## src/rtl/tt_pkg.sv

```systemverilog
// rtl/tt_pkg.sv - shared types and constants for the truth-table sweeper
package tt_pkg;

    typedef enum logic [1:0] {
        IDLE = 2'd0,
        HOLD = 2'd1,
        DONE = 2'd2
    } state_e;

    localparam logic [7:0] TT_GOLDEN = 8'h8A;
    localparam int         IDX_W     = 3;
    localparam int         CNT_W     = 4;

endpackage

```

## src/rtl/tt_capture_slice.sv

```systemverilog
// rtl/tt_capture_slice.sv - per-implementation truth-table register and sticky mismatch flag
module tt_capture_slice
    import tt_pkg::*;
(
    input  logic             clk,
    input  logic             rst_n,
    input  logic             clr_i,
    input  logic             we_i,
    input  logic [IDX_W-1:0] idx_i,
    input  logic             exp_i,
    input  logic             y_i,
    output logic [7:0]       tt_o,
    output logic             err_o,
    output logic             mis_o
);

    logic [7:0] tt_q, tt_d;
    logic       err_q, err_d;

    assign mis_o = y_i ^ exp_i;

    always_comb begin
        tt_d  = tt_q;
        err_d = err_q;
        if (clr_i) begin
            tt_d  = 8'h00;
            err_d = 1'b0;
        end else if (we_i) begin
            tt_d[idx_i] = y_i;
            err_d       = err_q | mis_o;
        end
    end

    always_ff @(posedge clk or negedge rst_n) begin
        if (!rst_n) begin
            tt_q  <= 8'h00;
            err_q <= 1'b0;
        end else begin
            tt_q  <= tt_d;
            err_q <= err_d;
        end
    end

    assign tt_o  = tt_q;
    assign err_o = err_q;

endmodule

```

## src/rtl/truth_table_sweeper.sv

```systemverilog
// rtl/truth_table_sweeper.sv - sweeps {A,B,C} through 8 vectors and checks three Y implementations
module truth_table_sweeper
    import tt_pkg::*;
#(
    parameter int unsigned SETTLE_CYCLES = 2,
    parameter logic [7:0]  EXPECTED      = TT_GOLDEN
) (
    input  logic       clk,
    input  logic       rst_n,
    input  logic       start,
    input  logic       abort,
    input  logic       y_sop,
    input  logic       y_pos,
    input  logic       y_kmap,
    output logic [2:0] abc_out,
    output logic       busy,
    output logic       done,
    output logic       result_valid,
    output logic       pass,
    output logic [2:0] err_mask,
    output logic [3:0] fail_count,
    output logic [2:0] first_fail_idx,
    output logic [7:0] tt_sop,
    output logic [7:0] tt_pos,
    output logic [7:0] tt_kmap
);

    state_e           state_q, state_d;
    logic [IDX_W-1:0] idx_q, idx_d;
    logic [CNT_W-1:0] cnt_q, cnt_d;
    logic [2:0]       abc_q, abc_d;
    logic             busy_q, busy_d;
    logic             done_q, done_d;
    logic             rv_q, rv_d;
    logic             pass_q, pass_d;
    logic [3:0]       fc_q, fc_d;
    logic [2:0]       ffi_q, ffi_d;

    logic       accept, sample, last, clr, we, any_mis;
    logic [2:0] err_flags, mis;
    logic [7:0] tt_s, tt_p, tt_k;

    assign accept  = (state_q == IDLE) && start && !abort;
    assign sample  = (state_q == HOLD) && (cnt_q == CNT_W'(SETTLE_CYCLES));
    assign last    = (idx_q == 3'd7);
    assign clr     = accept;
    assign we      = sample && !abort;
    assign any_mis = we && (|mis);

    tt_capture_slice u_sop (
        .clk(clk), .rst_n(rst_n), .clr_i(clr), .we_i(we), .idx_i(idx_q),
        .exp_i(EXPECTED[idx_q]), .y_i(y_sop), .tt_o(tt_s), .err_o(err_flags[0]), .mis_o(mis[0])
    );
    tt_capture_slice u_pos (
        .clk(clk), .rst_n(rst_n), .clr_i(clr), .we_i(we), .idx_i(idx_q),
        .exp_i(EXPECTED[idx_q]), .y_i(y_pos), .tt_o(tt_p), .err_o(err_flags[1]), .mis_o(mis[1])
    );
    tt_capture_slice u_kmap (
        .clk(clk), .rst_n(rst_n), .clr_i(clr), .we_i(we), .idx_i(idx_q),
        .exp_i(EXPECTED[idx_q]), .y_i(y_kmap), .tt_o(tt_k), .err_o(err_flags[2]), .mis_o(mis[2])
    );

    always_ff @(posedge clk or negedge rst_n) begin
        if (!rst_n) begin
            state_q <= IDLE;
            idx_q   <= '0;
            cnt_q   <= '0;
            abc_q   <= 3'b000;
            busy_q  <= 1'b0;
            done_q  <= 1'b0;
            rv_q    <= 1'b0;
            pass_q  <= 1'b0;
            fc_q    <= 4'd0;
            ffi_q   <= 3'd0;
        end else begin
            state_q <= state_d;
            idx_q   <= idx_d;
            cnt_q   <= cnt_d;
            abc_q   <= abc_d;
            busy_q  <= busy_d;
            done_q  <= done_d;
            rv_q    <= rv_d;
            pass_q  <= pass_d;
            fc_q    <= fc_d;
            ffi_q   <= ffi_d;
        end
    end

    always_comb begin
        state_d = state_q;
        case (state_q)
            IDLE:    if (accept) state_d = HOLD;
            HOLD:    if (abort) state_d = IDLE;
                     else if (sample && last) state_d = DONE;
            DONE:    state_d = IDLE;
            default: state_d = IDLE;
        endcase
    end

    always_comb begin
        idx_d  = idx_q;
        cnt_d  = cnt_q;
        abc_d  = abc_q;
        busy_d = busy_q;
        done_d = 1'b0;
        rv_d   = rv_q;
        pass_d = pass_q;
        fc_d   = fc_q;
        ffi_d  = ffi_q;
        if (accept) begin
            idx_d  = '0;
            cnt_d  = '0;
            abc_d  = 3'b000;
            busy_d = 1'b1;
            rv_d   = 1'b0;
            pass_d = 1'b0;
            fc_d   = 4'd0;
            ffi_d  = 3'd0;
        end else if (state_q == HOLD) begin
            if (abort) begin
                idx_d  = '0;
                cnt_d  = '0;
                abc_d  = 3'b000;
                busy_d = 1'b0;
                rv_d   = 1'b0;
                pass_d = 1'b0;
            end else if (sample) begin
                cnt_d = '0;
                if (any_mis) begin
                    fc_d = fc_q + 4'd1;
                    // fail_count still zero means this is the first failing vector
                    if (fc_q == 4'd0) ffi_d = idx_q;
                end
                if (!last) begin
                    idx_d = idx_q + 3'd1;
                    abc_d = abc_q + 3'd1;
                end else begin
                    busy_d = 1'b0;
                    done_d = 1'b1;
                    rv_d   = 1'b1;
                    pass_d = ~(|err_flags) & ~any_mis;
                end
            end else begin
                cnt_d = cnt_q + CNT_W'(1);
            end
        end
    end

    always_comb begin
        abc_out        = abc_q;
        busy           = busy_q;
        done           = done_q;
        result_valid   = rv_q;
        pass           = pass_q & rv_q;
        err_mask       = rv_q ? err_flags : 3'b000;
        fail_count     = fc_q;
        first_fail_idx = ffi_q;
        tt_sop         = tt_s;
        tt_pos         = tt_p;
        tt_kmap        = tt_k;
    end

endmodule

```

## config.mk

```make
export PLATFORM = sky130hd
export DESIGN_NAME = truth_table_sweeper
export DESIGN_NICKNAME = d
export VERILOG_FILES = /design/src/rtl/tt_pkg.sv /design/src/rtl/tt_capture_slice.sv /design/src/rtl/truth_table_sweeper.sv
export SDC_FILE = /design/constraint.sdc
export NUM_CORES = 1
export LEC_CHECK = 0
export BUFFER_PORTS_ARGS = -buffer_cell sky130_fd_sc_hd__buf_2
export CAP_MARGIN = 40
export CELL_PAD_IN_SITES_DETAIL_PLACEMENT = 1
export CELL_PAD_IN_SITES_GLOBAL_PLACEMENT = 1
export CORE_MARGIN = 3
export CORE_UTILIZATION = 45
export CTS_CLUSTER_DIAMETER = 60
export DETAILED_ROUTE_END_ITERATION = 7
export PLACE_DENSITY_LB_ADDON = 0.1
export RECOVER_POWER = 100
export SYNTH_ARGS = -nofsm -noshare
export SYNTH_HDL_FRONTEND = slang
export SYNTH_SLANG_ARGS = --single-unit
export TNS_END_PERCENT = 10
```

## constraint.sdc

```tcl
create_clock -name clk -period 4.6 [get_ports clk]
set_input_delay 0.92 -clock clk [delete_from_list [all_inputs] [get_ports clk]]
set_output_delay 0.92 -clock clk [all_outputs]
set_load 0.02 [all_outputs]
```

# After elaboration in Yosys (flattened, before gate mapping)
# Memories as Yosys holds them, arrays and structs flattened.
# Cells that the tools add are included.
# Widths: inputs -> output; s select.
dict set report totals {
  ff_bits 50
  rom_bits 8
  in_bits 7
  output_inout_bits 41
  wordCells 132
  memories 1
}
dict set report classes {
  addsub 4
  order_cmp 2
  n_eq_ne 7
  muxes 68
  bitwise_logic 10
  n_reduce_logical 24
}
# name words word_bits read_ports rd_ports_with_merged_regs write_ports line
set memory_table {}
lappend memory_table {{(name not given)} 8 1 1 0 0 truth_table_sweeper.sv:60} ;# .exp_i(EXPECTED[idx_q]), .y_i(y_kmap), .tt_o(tt_k), .err_o(err_flags[2]), .mis_o(mis[2])
# cell count
set op_table {}
lappend op_table {{$mux 3} 17}
lappend op_table {{$mux 8} 6}
lappend op_table {{$mux 4} 9}
lappend op_table {{$mux 1} 28}
lappend op_table {{$bwmux 8} 3}
lappend op_table {{$reduce_bool 2->1} 5}
lappend op_table {{$add 4x1->4 const B} 2}
lappend op_table {{$logic_and 1x1->1} 7}
lappend op_table {{$add 3x1->3 const B} 2}
lappend op_table {{$mux 2} 3}
lappend op_table {{$ne 3x3->1 const B} 2}
lappend op_table {{$reduce_and 3->1} 2}
lappend op_table {{$reduce_bool 3->1} 2}
lappend op_table {{$reduce_or 3->1} 2}
lappend op_table {{$reduce_and 5->1} 1}
lappend op_table {{$eq 4x2->1 const B} 1}
lappend op_table {{$logic_not 4->1} 1}
lappend op_table {{$lt 3x4->1 const B} 1}
lappend op_table {{$pmux 2 s2} 1}
lappend op_table {{$reduce_and 4->1} 1}
lappend op_table {{$demux 1 s3} 1}
lappend op_table {{$eq 3x3->1 const B} 1}
lappend op_table {{$ge 3x1->1 const B} 1}
lappend op_table {{$or 1x1->1} 3}
lappend op_table {{other kinds (9)} 13}

# Logic depth before layout (Yosys ltp)
# Gate-level depths: netlist of run 1.
dict set report logic_depth {
  depth_word 12
  depth_mapped 7
  ltp_nobuf 6
}

# Modules after synthesis
# Synthesis of run 1 repeated with hierarchy kept, for this count alone.
dict set report unflattened {
  hier_cells 239
  hier_area_um2 2692.6
}
# module instances cells_per_inst area_per_inst_um2 seq_area_each_um2
set modules_own_cells {}
lappend modules_own_cells {tt_capture_slice 3 40 481.7 225.2}
lappend modules_own_cells {truth_table_sweeper 1 119 1247.4 575.6}

# Worst setup path before layout of run 1
# OpenSTA, ideal clock, no wires.
dict set report synth_path {
  path_kind {input-to-reg}
  from {in abort}
  to {reg u_kmap.tt_q[7], in the netlist u_kmap.tt_o[7]}
  setup_ns 0.137
  t_arrival_ns 2.108
  t_required_ns 4.463
  setup_slack_ns 2.355
  stages 5
  path_buffers 2
  path_cell_list {buf_2 -> or3b_2 -> buf_4 -> nor4_4 -> o21ai_0}
}
dict set report synth_between {
  elab_chain_len 3
  word_cells_on_any_way 5
  classes_between {1 x mux; 4 x reduce/logical}
}
# item line
set synth_rtl {}
lappend synth_rtl {{start: declaration} truth_table_sweeper.sv:11} ;# input logic abort,
lappend synth_rtl {{$logic_not 1->1 *} {truth_table_sweeper.sv:43, truth_table_sweeper.sv:47}}
lappend synth_rtl {{$logic_and 1x1->1 (on tied branches)} {truth_table_sweeper.sv:43, truth_table_sweeper.sv:47}}
lappend synth_rtl {{$mux 8 / $reduce_bool 2->1 (equally long branches)} -}
lappend synth_rtl {{end signal: assignment} tt_capture_slice.sv:39} ;# tt_q <= tt_d;
lappend synth_rtl {{end: declaration} tt_capture_slice.sv:17} ;# logic [7:0] tt_q, tt_d;
# Mark *: on every way between the ends. The rest lies on a longest branch, timed or not.
# A chain may end at the register's enable or synchronous reset.

# Final worst setup path of run 1
dict set report layout_path {
  from {in abort}
  to {reg fc_q[3], in the netlist fail_count[3]}
}
dict set report layout_between {
  elab_chain_len 5
  word_cells_on_any_way 10
  classes_between {1 x eq/ne; 1 x mux; 8 x reduce/logical}
}
# item line
set layout_rtl {}
lappend layout_rtl {{$logic_not 1->1} {truth_table_sweeper.sv:43, truth_table_sweeper.sv:47}}
lappend layout_rtl {{$logic_and 1x1->1} truth_table_sweeper.sv:47} ;# assign we = sample && !abort;
lappend layout_rtl {{$logic_and 1x1->1} truth_table_sweeper.sv:48} ;# assign any_mis = we && (|mis);
lappend layout_rtl {{$reduce_bool 2->1 (no line)} -}
lappend layout_rtl {{$reduce_and 4->1 (no line)} -}
lappend layout_rtl {{end signal: assignment} truth_table_sweeper.sv:73} ;# fc_q <= 4'd0;
lappend layout_rtl {{end signal: assignment} truth_table_sweeper.sv:84} ;# fc_q <= fc_d;
lappend layout_rtl {{end: declaration} truth_table_sweeper.sv:36} ;# logic [3:0] fc_q, fc_d;
# Parallel ways exist; a longest one is shown, timed or not.

==> impl_metrics.py, run 1 <==
metrics = {
    "drt": {
        "num_vias": 1944,
        "drtIter0Drc": 73,
        "vias_per_cell": 5.31,
        "drt-total-wl_um": 6080,
        "drc": 0,
        "dr.pass1.iters": 4,
        "ant_nets": 0,
        "routedWlPerCell_um": 16.6,
    },
    "layout": {
        "fin_area_um2": 2740,
        "fin_nets": 309,
        "drive_above_1_share": 0.0709,
        "fillerInstances": 639,
        "diodes": 0,
        "areaGrowthSynthToFinish_pct": 9.71,
    },
    "hold_path": {
        "hp-start": "pass_q",
        "hold_depth": 1,
        "holdPathEnd": "pass_q",
        "hp-class": "register to register",
    },
    "pwr": {
        "switchingPower_mw": 0.231,
        "p_leak_nw": 1.21,
        "power_density_nw_per_um2": 317,
        "seqPwrFrac": 0.543,
        "max-vdd-ir-drop_uv": 161,
        "switching_share": 0.266,
        "clkPwrFrac": 0.342,
        "p_int_mw": 0.637,
        "combinationalPowerShare": 0.116,
        "power_mw": 0.868,
    },
    "job": {
        "maxCapViolCount": 0,
    },
    "worst_setup_path": {
        "slowest_delay_ns": 0.70,
        "critPathLaunchType": "input pin",
        "r2r-end": "idx_q[0]",
        "crit_arrival_ns": 2.82,
        "critical_path_class": "input pin to register",
        "r2r-start": "cnt_q[0]",
        "critPathSlowestCell": "nor3b_1",
        "r2r_cells": 6,
        "cp.buffers_inverters": 1,
        "cp_cell_sequence": "clkbuf_1, nor3b_1, nand2_1, or4_1, a21oi_1",
        "path_delay_family": "simple AND/OR/NAND/NOR gates",
        "crit_fanout": 11,
        "required_ns": 4.83,
        "rrSetupSlack_ns": 2.16,
        "cp_num_cells": 5,
        "endpoint_kind": "register",
    },
    "synth": {
        "avgSynthCellArea_um2": 9.95,
        "synth-edff-count": 0,
        "yosysSeqAreaShare": 0.501,
        "syn_inst": 251,
        "synth_warnings": 0,
        "synth_common_cells": "dfrtp_1, nand2_1, o21ai_0",
        "synthTopCellsByArea": "dfrtp_1, nand2_1, o21ai_0, nor4_4, nand3_1",
        "synth-seq-cells": 50,
        "syn_area_um2": 2500,
        "synth.most_common_cell": "dfrtp_1",
        "ys_types": 41,
        "yosys.area.top_type_share": 0.501,
        "synthesis.nets": 265,
        "ys.flop_type": "dfrtp_1",
        "synthArstFlopShare": 1.00,
        "synth.largest_area_cell": "dfrtp_1",
    },
    "global_route": {
        "grt_usage": 0.207,
        "grt_pass1_vias": 2052,
        "grt_start_max_net_pins": 51,
        "grt_pass1_wl_um": 10300,
        "antenna_found_initial": 0,
        "grt-ovfl-total": 0,
    },
    "timing": {
        "period_minus_slack_ns": 2.59,
        "worst_slew_pin_slew_ns": 0.857,
        "rsz0062_at_grt": "false",
        "final_hold_viol_count": 0,
        "setup_viol": 0,
        "slew_headroom": 0.423,
        "fmax_mhz": 386,
        "finalSetupTns_ns": 0,
        "skew_ns": 0.00719,
        "report.final.slew_viol_count": 0,
        "post-route-period-util": 0.564,
    },
    "clock_tree": {
        "cts_resized": 0,
        "clkTransAtPathRegs_ns": 0.09,
        "clk_latency_ns": 0.30,
        "cts_tree": "yes",
        "cts-htree-levels": 2,
        "cts_setup_buffers": 0,
        "cts_sinks": 50,
        "hold_buffers": 0,
        "cts_max_path_buffers": 2,
        "cts_buffers": 5,
        "cts-root-buf": "clkbuf_8",
    },
    "outcome": {
        "status": "finished, final reports clean",
    },
    "place": {
        "routabilityCongestion": 0.832,
        "port_buffers": 47,
        "dpl.hpwl_um": 4340,
        "dpl_cell_area_um2": 2780,
    },
    "floorplanning": {
        "io_pins": 48,
        "start_util": 0.477,
        "die_area_um2": 6480,
        "die_y_um": 80.5,
        "core_area_um2": 5240,
        "placementRows": 26,
        "die_x_um": 80.5,
    },
}
-- worst max-delay path by stage --
stage	start	endpoint
global route	abort	fail_count[3]
detailed placement	abort	idx_q[0]
floorplan	abort	u_kmap.tt_o[7]
CTS	abort	idx_q[0]
finish	abort	fail_count[3]
global placement	abort	abc_out[0]
-- metrics by stage --
stage | setup slack, ns | hold WS, ns | util | cells
2_1_floorplan | 2.36 | 0.449 | - | 251
3_5_place_dp | 2.01 | 0.471 | 0.532 | 358
5_1_grt | 1.76 | 0.518 | 0.523 | 366
6_report | 2.01 | 0.491 | 0.523 | 366
3_3_place_gp | 2.05 | 0.467 | 0.532 | 358
4_1_cts | 2.33 | 0.492 | 0.553 | 366
-- sequential cells by signal, indices dropped and copies added (netlist names) --
register / count
fail_count: 4
first_fail_idx: 3
result_valid: 1
busy: 1
pass_q: 1
u_pos.tt_o: 8
cnt_q: 4
u_pos.err_o: 1
abc_out: 3
u_kmap.tt_o: 8
u_sop.tt_o: 8
u_kmap.err_o: 1
u_sop.err_o: 1
idx_q: 3
state_q: 2
done: 1
-- worst reg2reg max path, stage by stage (launching register included) --
cell and delay [ns]:
dfrtp_1 0.43, inv_1 0.08, ha_1 0.18, nor3b_1 0.65
and2_0 0.41, o22ai_1 0.24, mux2_2 0.34
-- per-layer routing --
| layer | track usage | up-vias | part of all wire |
|---|---|---|---|
| met3 | 0.0392 | 8 | 0.038 |
| met2 | 0.330 | 36 | 0.47 |
| met4 | 0.0659 | 0 | 0.015 |
| li1 | - | 957 | - |
| met1 | 0.282 | 943 | 0.48 |
| met5 | 0 | - | 0 |
-- cell usage in the layout (no fill, tap or decap), types with 2 or more instances in the layout --
cell type	count
a21o_1	3
a21oi_1	6
a22o_1	3
and2_0	2
and2_1	3
buf_2	5
buf_4	2
clkbuf_1	42
clkbuf_8	8
dfrtp_1	50
ha_1	7
inv_1	8
mux2_2	2
mux2i_1	7
nand2_1	48
nand2b_1	2
nand3_1	18
nand4_1	2
nor2_1	14
nor2b_1	3
nor3b_1	3
nor4_1	6
o21ai_0	27
or3_1	4
xnor2_1	3
-- power groups by stage --
| stage | Clock, mW | Combinational, mW | Sequential (mW) |
|---|---|---|---|
| after floorplan | 0 | 0.0689 | 0.484 |
| after CTS | 0.303 | 0.112 | 0.473 |
| after global placement | 0 | 0.109 | 0.481 |
| after detailed placement | 0 | 0.112 | 0.481 |
| after global routing | 0.324 | 0.114 | 0.474 |
| final | 0.297 | 0.100 | 0.471 |
-- final cells by class --
cell class / count / area (um^2) / area share
clock buffers: 8 / 110 / 0.0402
repair buffers: 49 / 198 / 0.0721
well taps: 70 / 87.6 / 0.0319
multi-input cells: 181 / 1060 / 0.388
flip-flops and latches: 50 / 1250 / 0.456
inverters: 8 / 30.0 / 0.0110
-- logic make-up (layout without fill, tap and decap cells) --
| kind of cell | after synthesis | count (layout) | share of synthesized area |
|---|---|---|---|
| AND/OR/NAND/NOR | 113 | 113 | 0.260 |
| flip-flops | 50 | 50 | 0.501 |
| AO/OA/AOI/OAI | 47 | 47 | 0.111 |
| buffers and inverters | 20 | 65 | 0.0330 |
| multiplexers | 10 | 10 | 0.0461 |
| adder cells (fa/ha/maj) | 7 | 7 | 0.0351 |
| XOR/XNOR | 4 | 4 | 0.0140 |
No activity file was read; power rests on OpenSTA's default activity.
==> run 2, diff against run 1 <==
Settings changed: CORE_UTILIZATION 45 to 38.
Clock period 4.6 ns to 2.1 ns, I/O delays scaled along.
==> run 2 against run 1 <==
Critical path depth rose by 1. Sequential share of layout area fell by 2.9 points. Hold slack worse by 0.16 ns. Setup slack lost 1.8 ns. First-iteration DRC count is 51% higher. Clock power grew 140%. Via count grew 3.4%. Core utilization down 4.5 points. Register-to-register slack worse by 2.0 ns. Flip-flop and latch count stayed put. Clock-buffer cell count decreased by 2. Critical endpoint is now first_fail_idx[0]. Highest routed layer unchanged.
==> impl_metrics.py, run 2 (synthesis gave the netlist of run 1 again) <==
metrics = {
    "drt": {
        "num_vias": 2011,
        "drc": 0,
        "drt-total-wl_um": 6230,
        "ant_nets": 0,
        "vias_per_cell": 5.26,
        "routedWlPerCell_um": 16.3,
        "dr.pass1.iters": 4,
        "drtIter0Drc": 110,
    },
    "floorplanning": {
        "placementRows": 28,
        "core_area_um2": 6130,
        "io_pins": 48,
        "die_x_um": 87.1,
        "start_util": 0.408,
        "die_y_um": 87.1,
        "die_area_um2": 7580,
    },
    "global_route": {
        "grt_pass1_wl_um": 10700,
        "grt_pass1_vias": 2111,
        "grt_start_max_net_pins": 45,
        "grt-ovfl-total": 0,
        "antenna_found_initial": 0,
        "grt_usage": 0.181,
    },
    "worst_setup_path": {
        "cp.buffers_inverters": 1,
        "critPathLaunchType": "register",
        "r2r-end": "first_fail_idx[0]",
        "critPathSlowestCell": "or3_1",
        "crit_fanout": 5,
        "slowest_delay_ns": 0.50,
        "cp_cell_sequence": "inv_1, ha_1, nor3b_4, nand2_1, or3_1, mux2i_1",
        "r2r_cells": 6,
        "required_ns": 2.29,
        "r2r-start": "cnt_q[0]",
        "critical_path_class": "register to register",
        "rrSetupSlack_ns": 0.18,
        "path_delay_family": "simple AND/OR/NAND/NOR gates",
        "crit_arrival_ns": 2.11,
        "endpoint_kind": "register",
    },
    "clock_tree": {
        "hold_buffers": 0,
        "clkTransAtPathRegs_ns": 0.09,
        "cts_setup_buffers": 0,
        "cts-root-buf": "clkbuf_8",
        "cts_sinks": 50,
        "cts_max_path_buffers": 2,
        "clk_latency_ns": 0.31,
        "cts_tree": "yes",
        "cts_resized": 0,
        "cts-htree-levels": 2,
        "cts_buffers": 5,
    },
    "timing": {
        "worst_slew_pin_slew_ns": 1.25,
        "rsz0062_at_grt": "false",
        "slew_headroom": 0.167,
        "post-route-period-util": 0.915,
        "report.final.slew_viol_count": 0,
        "setup_viol": 0,
        "period_minus_slack_ns": 1.92,
        "skew_ns": 0.0108,
        "finalSetupTns_ns": 0,
        "fmax_mhz": 520,
        "final_hold_viol_count": 0,
    },
    "pwr": {
        "max-vdd-ir-drop_uv": 308,
        "power_density_nw_per_um2": 684,
        "power_mw": 2.00,
        "p_leak_nw": 1.30,
    },
    "layout": {
        "final_common_cell": "dfrtp_1",
        "finalNonFillerCells": 382,
        "fillerInstances": 741,
        "areaGrowthSynthToFinish_pct": 17.3,
        "fin_nets": 321,
        "final_cell_mix": "dfrtp_1, nand2_1, clkbuf_1",
        "diodes": 0,
        "fin_area_um2": 2930,
        "drive_above_1_share": 0.124,
    },
    "hold_path": {
        "hold_depth": 2,
        "hp-start": "abort",
        "holdPathEnd": "done",
        "hp-class": "input pin to register",
    },
    "place": {
        "dpl.hpwl_um": 4600,
        "routabilityCongestion": 0.807,
        "dp.cells": 375,
        "dpl_cell_area_um2": 2890,
        "port_buffers": 47,
    },
    "job": {
        "maxCapViolCount": 0,
    },
    "outcome": {
        "status": "finished, final reports clean",
    },
}
[run 2: cell count changes in the layout (fill, tap and decap cells not counted), sizes merged]
cell and delta:
clkbuf +1, buf +9, bufinv +1
[run 2: worst reg2reg max path, stage by stage (launching register included)]
cell and delay [ns]:
dfrtp_1 0.43, inv_1 0.07, ha_1 0.17, nor3b_4 0.30, nand2_1 0.18, or3_1 0.50
mux2i_1 0.15
[run 2: worst max-delay path by stage]
stage | startpoint | endpoint | slack [ns] | cells past startpoint
finish | cnt_q[0] | first_fail_idx[0] | 0.18 | 6
global route | cnt_q[0] | first_fail_idx[1] | 0.02 | 6
CTS | cnt_q[0] | u_sop.tt_o[2] | 0.02 | 5
detailed placement | cnt_q[0] | u_sop.tt_o[2] | 0.02 | 5
global placement | cnt_q[0] | first_fail_idx[1] | 0.16 | 6
floorplan | idx_q[0] | first_fail_idx[0] | 0.19 | 6
[run 2: area by class of cell]
class / count / area (um^2) / area share
clock buffer: 6 / 82.6 / 0.0282
sequential: 50 / 1250 / 0.427
timing repair buffer: 61 / 282 / 0.0961
tap: 75 / 93.8 / 0.0320
multi-input combinational: 181 / 1160 / 0.396
inverter: 8 / 30.0 / 0.0102
clock inverter: 1 / 30.0 / 0.0102
[run 2: per-layer routing]
| metal | global-route usage | wire (um) | share of wire |
|---|---|---|---|
| met3 | 0.0378 | 233 | 0.037 |
| met1 | 0.248 | 3030 | 0.49 |
| met4 | 0.0544 | 82 | 0.013 |
| met5 | 0 | 0 | 0 |
| met2 | 0.289 | 2880 | 0.46 |
[run 2: metrics by stage]
stage / setup slack [ns] / hold slack, ns / util
after floorplan: 0.187 / 0.124 / -
final: 0.178 / 0.334 / 0.478
after global placement: 0.164 / 0.435 / 0.472
after CTS: 0.0235 / 0.104 / 0.490
after detailed placement: 0.0229 / 0.446 / 0.472
after global routing: 0.0196 / 0.334 / 0.478
[run 2: where the power goes]
group	switching [mW]	total (mW)	internal [mW]
logic	0.177	0.268	0.0907
clock network	0.325	0.707	0.382
registers	0.0360	1.03	0.994
==> run 3, diff against run 2 <==
Settings changed: CELL_PAD_IN_SITES_DETAIL_PLACEMENT 1 to 2, CELL_PAD_IN_SITES_GLOBAL_PLACEMENT 1 to 2, CORE_UTILIZATION 38 to 31.
==> run 3 against run 2 <==
Global-route usage is 2.0 points lower. Register-to-register slack hardly changed. Clock-buffer cell count is 1 higher. Largest cell class unchanged. Largest power group unchanged. Highest routed layer unchanged.
==> impl_metrics.py, run 3 (synthesis gave the netlist of run 1 again) <==
metrics = {
    "clock_tree": {
        "cts-root-buf": "clkbuf_8",
        "cts-htree-levels": 2,
        "cts_sinks": 50,
        "cts_buffers": 5,
        "cts_max_path_buffers": 2,
        "hold_buffers": 0,
        "clk_latency_ns": 0.30,
        "cts_tree": "yes",
        "clkTransAtPathRegs_ns": 0.09,
    },
    "floorplanning": {
        "die_x_um": 95.8,
        "die_y_um": 95.8,
        "start_util": 0.322,
        "placementRows": 32,
        "core_area_um2": 7770,
        "io_pins": 48,
        "die_area_um2": 9170,
    },
    "timing": {
        "rsz0062_at_grt": "false",
        "report.final.slew_viol_count": 0,
        "skew_ns": 0.00689,
        "period_minus_slack_ns": 1.93,
        "post-route-period-util": 0.921,
        "final_hold_viol_count": 0,
        "worst_slew_pin_slew_ns": 1.13,
        "setup_viol": 0,
        "worst_slack_ns": 0.166,
        "fmax_mhz": 517,
        "slew_headroom": 0.250,
        "finalSetupTns_ns": 0,
        "timing.hold.ws_ns": 0.309,
    },
    "layout": {
        "fillerInstances": 898,
        "seq_area_um2": 1250,
        "diodes": 0,
        "final_common_cell": "dfrtp_1",
        "fin_util": 0.379,
        "multi_input_area_um2": 1150,
        "drive_above_1_share": 0.129,
        "final_cell_mix": "dfrtp_1, nand2_1, clkbuf_1",
        "areaGrowthSynthToFinish_pct": 17.8,
        "fin_nets": 322,
    },
    "pwr": {
        "combinationalPowerShare": 0.140,
        "switchingPower_mw": 0.536,
        "p_leak_nw": 1.30,
        "max-vdd-ir-drop_uv": 289,
        "p_int_mw": 1.35,
        "switching_share": 0.284,
        "power_density_nw_per_um2": 641,
        "seqPwrFrac": 0.545,
        "power_mw": 1.89,
        "clkPwrFrac": 0.315,
    },
    "global_route": {
        "grt_usage": 0.162,
        "grt_pass1_vias": 2232,
        "grt_start_max_net_pins": 45,
        "antenna_found_initial": 0,
        "grt-ovfl-total": 0,
        "grt_pass1_wl_um": 11500,
    },
    "drt": {
        "dr.pass1.iters": 3,
        "drtIter0Drc": 59,
        "num_vias": 2053,
        "routedWlPerCell_um": 16.4,
        "vias_per_cell": 5.00,
        "wl_met3_um": 215,
        "maxUsedRoutingLayer": "met4",
        "drt-total-wl_um": 6740,
        "met2_length_um": 3480,
        "drc": 0,
        "wl_met1_um": 3000,
        "ant_nets": 0,
    },
    "worst_setup_path": {
        "crit_arrival_ns": 2.15,
        "crit_fanout": 5,
        "cp_cell_sequence": "ha_1, mux2i_1, mux2i_1, or3_1, mux2i_1",
        "cpMostUsedCell": "mux2i_1",
        "critical_path_class": "register to register",
        "critPathSlowestCell": "mux2i_1",
        "required_ns": 2.32,
        "critPathLaunchType": "register",
        "rrSetupSlack_ns": 0.17,
        "endpoint_kind": "register",
        "slowest_delay_ns": 0.47,
    },
    "place": {
        "port_buffers": 47,
        "dpl.hpwl_um": 5030,
        "dp_worst_setup_slack_ns": 0.0655,
        "routabilityCongestion": 0.739,
    },
    "hold_path": {
        "hp-class": "input pin to async pin",
    },
    "job": {
        "maxCapViolCount": 0,
    },
    "outcome": {
        "status": "finished, final reports clean",
    },
}
run 3: cell count changes in the layout (fill, tap and decap cells not counted):
cell and change:
buf_4 +1, bufinv_16 -1, clkbuf_1 +1, clkinv_2 +1
nor3b_2 +1, nor3b_4 -1, or3b_1 -1, or3b_2 +1
run 3: power groups by stage:
stage,logic (mW),registers (mW),clock network [mW]
floorplan,0.151,1.06,0
finish,0.265,1.03,0.593
detailed placement,0.283,1.05,0
global placement,0.279,1.05,0
global route,0.298,1.04,0.666
CTS,0.284,1.03,0.630
run 3: through the flow:
| step | std cells | instance area [um^2] |
|---|---|---|
| final | 411 | 2940 |
| after detailed placement | 403 | 2930 |
| after CTS | 411 | 3030 |
| after floorplan | 251 | 2500 |
| after global placement | 403 | 2930 |
| after global routing | 411 | 2940 |
run 3: worst paths after layout:
| path | startpoint | to | depth (start not counted) |
|---|---|---|---|
| setup / recovery | idx_q[0] | first_fail_idx[0] | 5 |
| hold / removal | rst_n | u_sop.tt_o[7] | 1 |
| setup reg to reg | idx_q[0] | first_fail_idx[0] | 5 |
| hold reg to reg | busy | busy | 1 |
| max in group asynchronous | rst_n | idx_q[2] | 2 |
| min in group clk | abort | state_q[1] | 2 |
run 3: final cells by class:
class | count | share of cell area
well taps | 102 | 0.0433
multi-input cells | 181 | 0.392
repair buffers | 62 | 0.0982
inverters | 8 | 0.0102
flip-flops and latches | 50 | 0.425
clock inverters | 1 | 0.00170
clock buffers | 7 | 0.0293
run 3: metal layers:
| layer | GRT usage | vias to the layer above |
|---|---|---|
| met3 | 0.0266 | 4 |
| met5 | 0 | - |
| met4 | 0.0355 | 0 |
| met2 | 0.281 | 34 |
| li1 | - | 974 |
| met1 | 0.210 | 1041 |
run 3: critical path: cells and delay by family (launching register included):
| family | cells | cell delay [ns] |
|---|---|---|
| multiplexers | 3 | 0.96 |
| AND/OR/NAND/NOR | 1 | 0.27 |
| adder cells (fa/ha/maj) | 1 | 0.22 |
| flip-flops | 1 | 0.39 |
run 3: what timing repair did:
action	CTS	global route
setup endpoints to repair	0	18
resized for setup	0	1
setup buffers	0	0
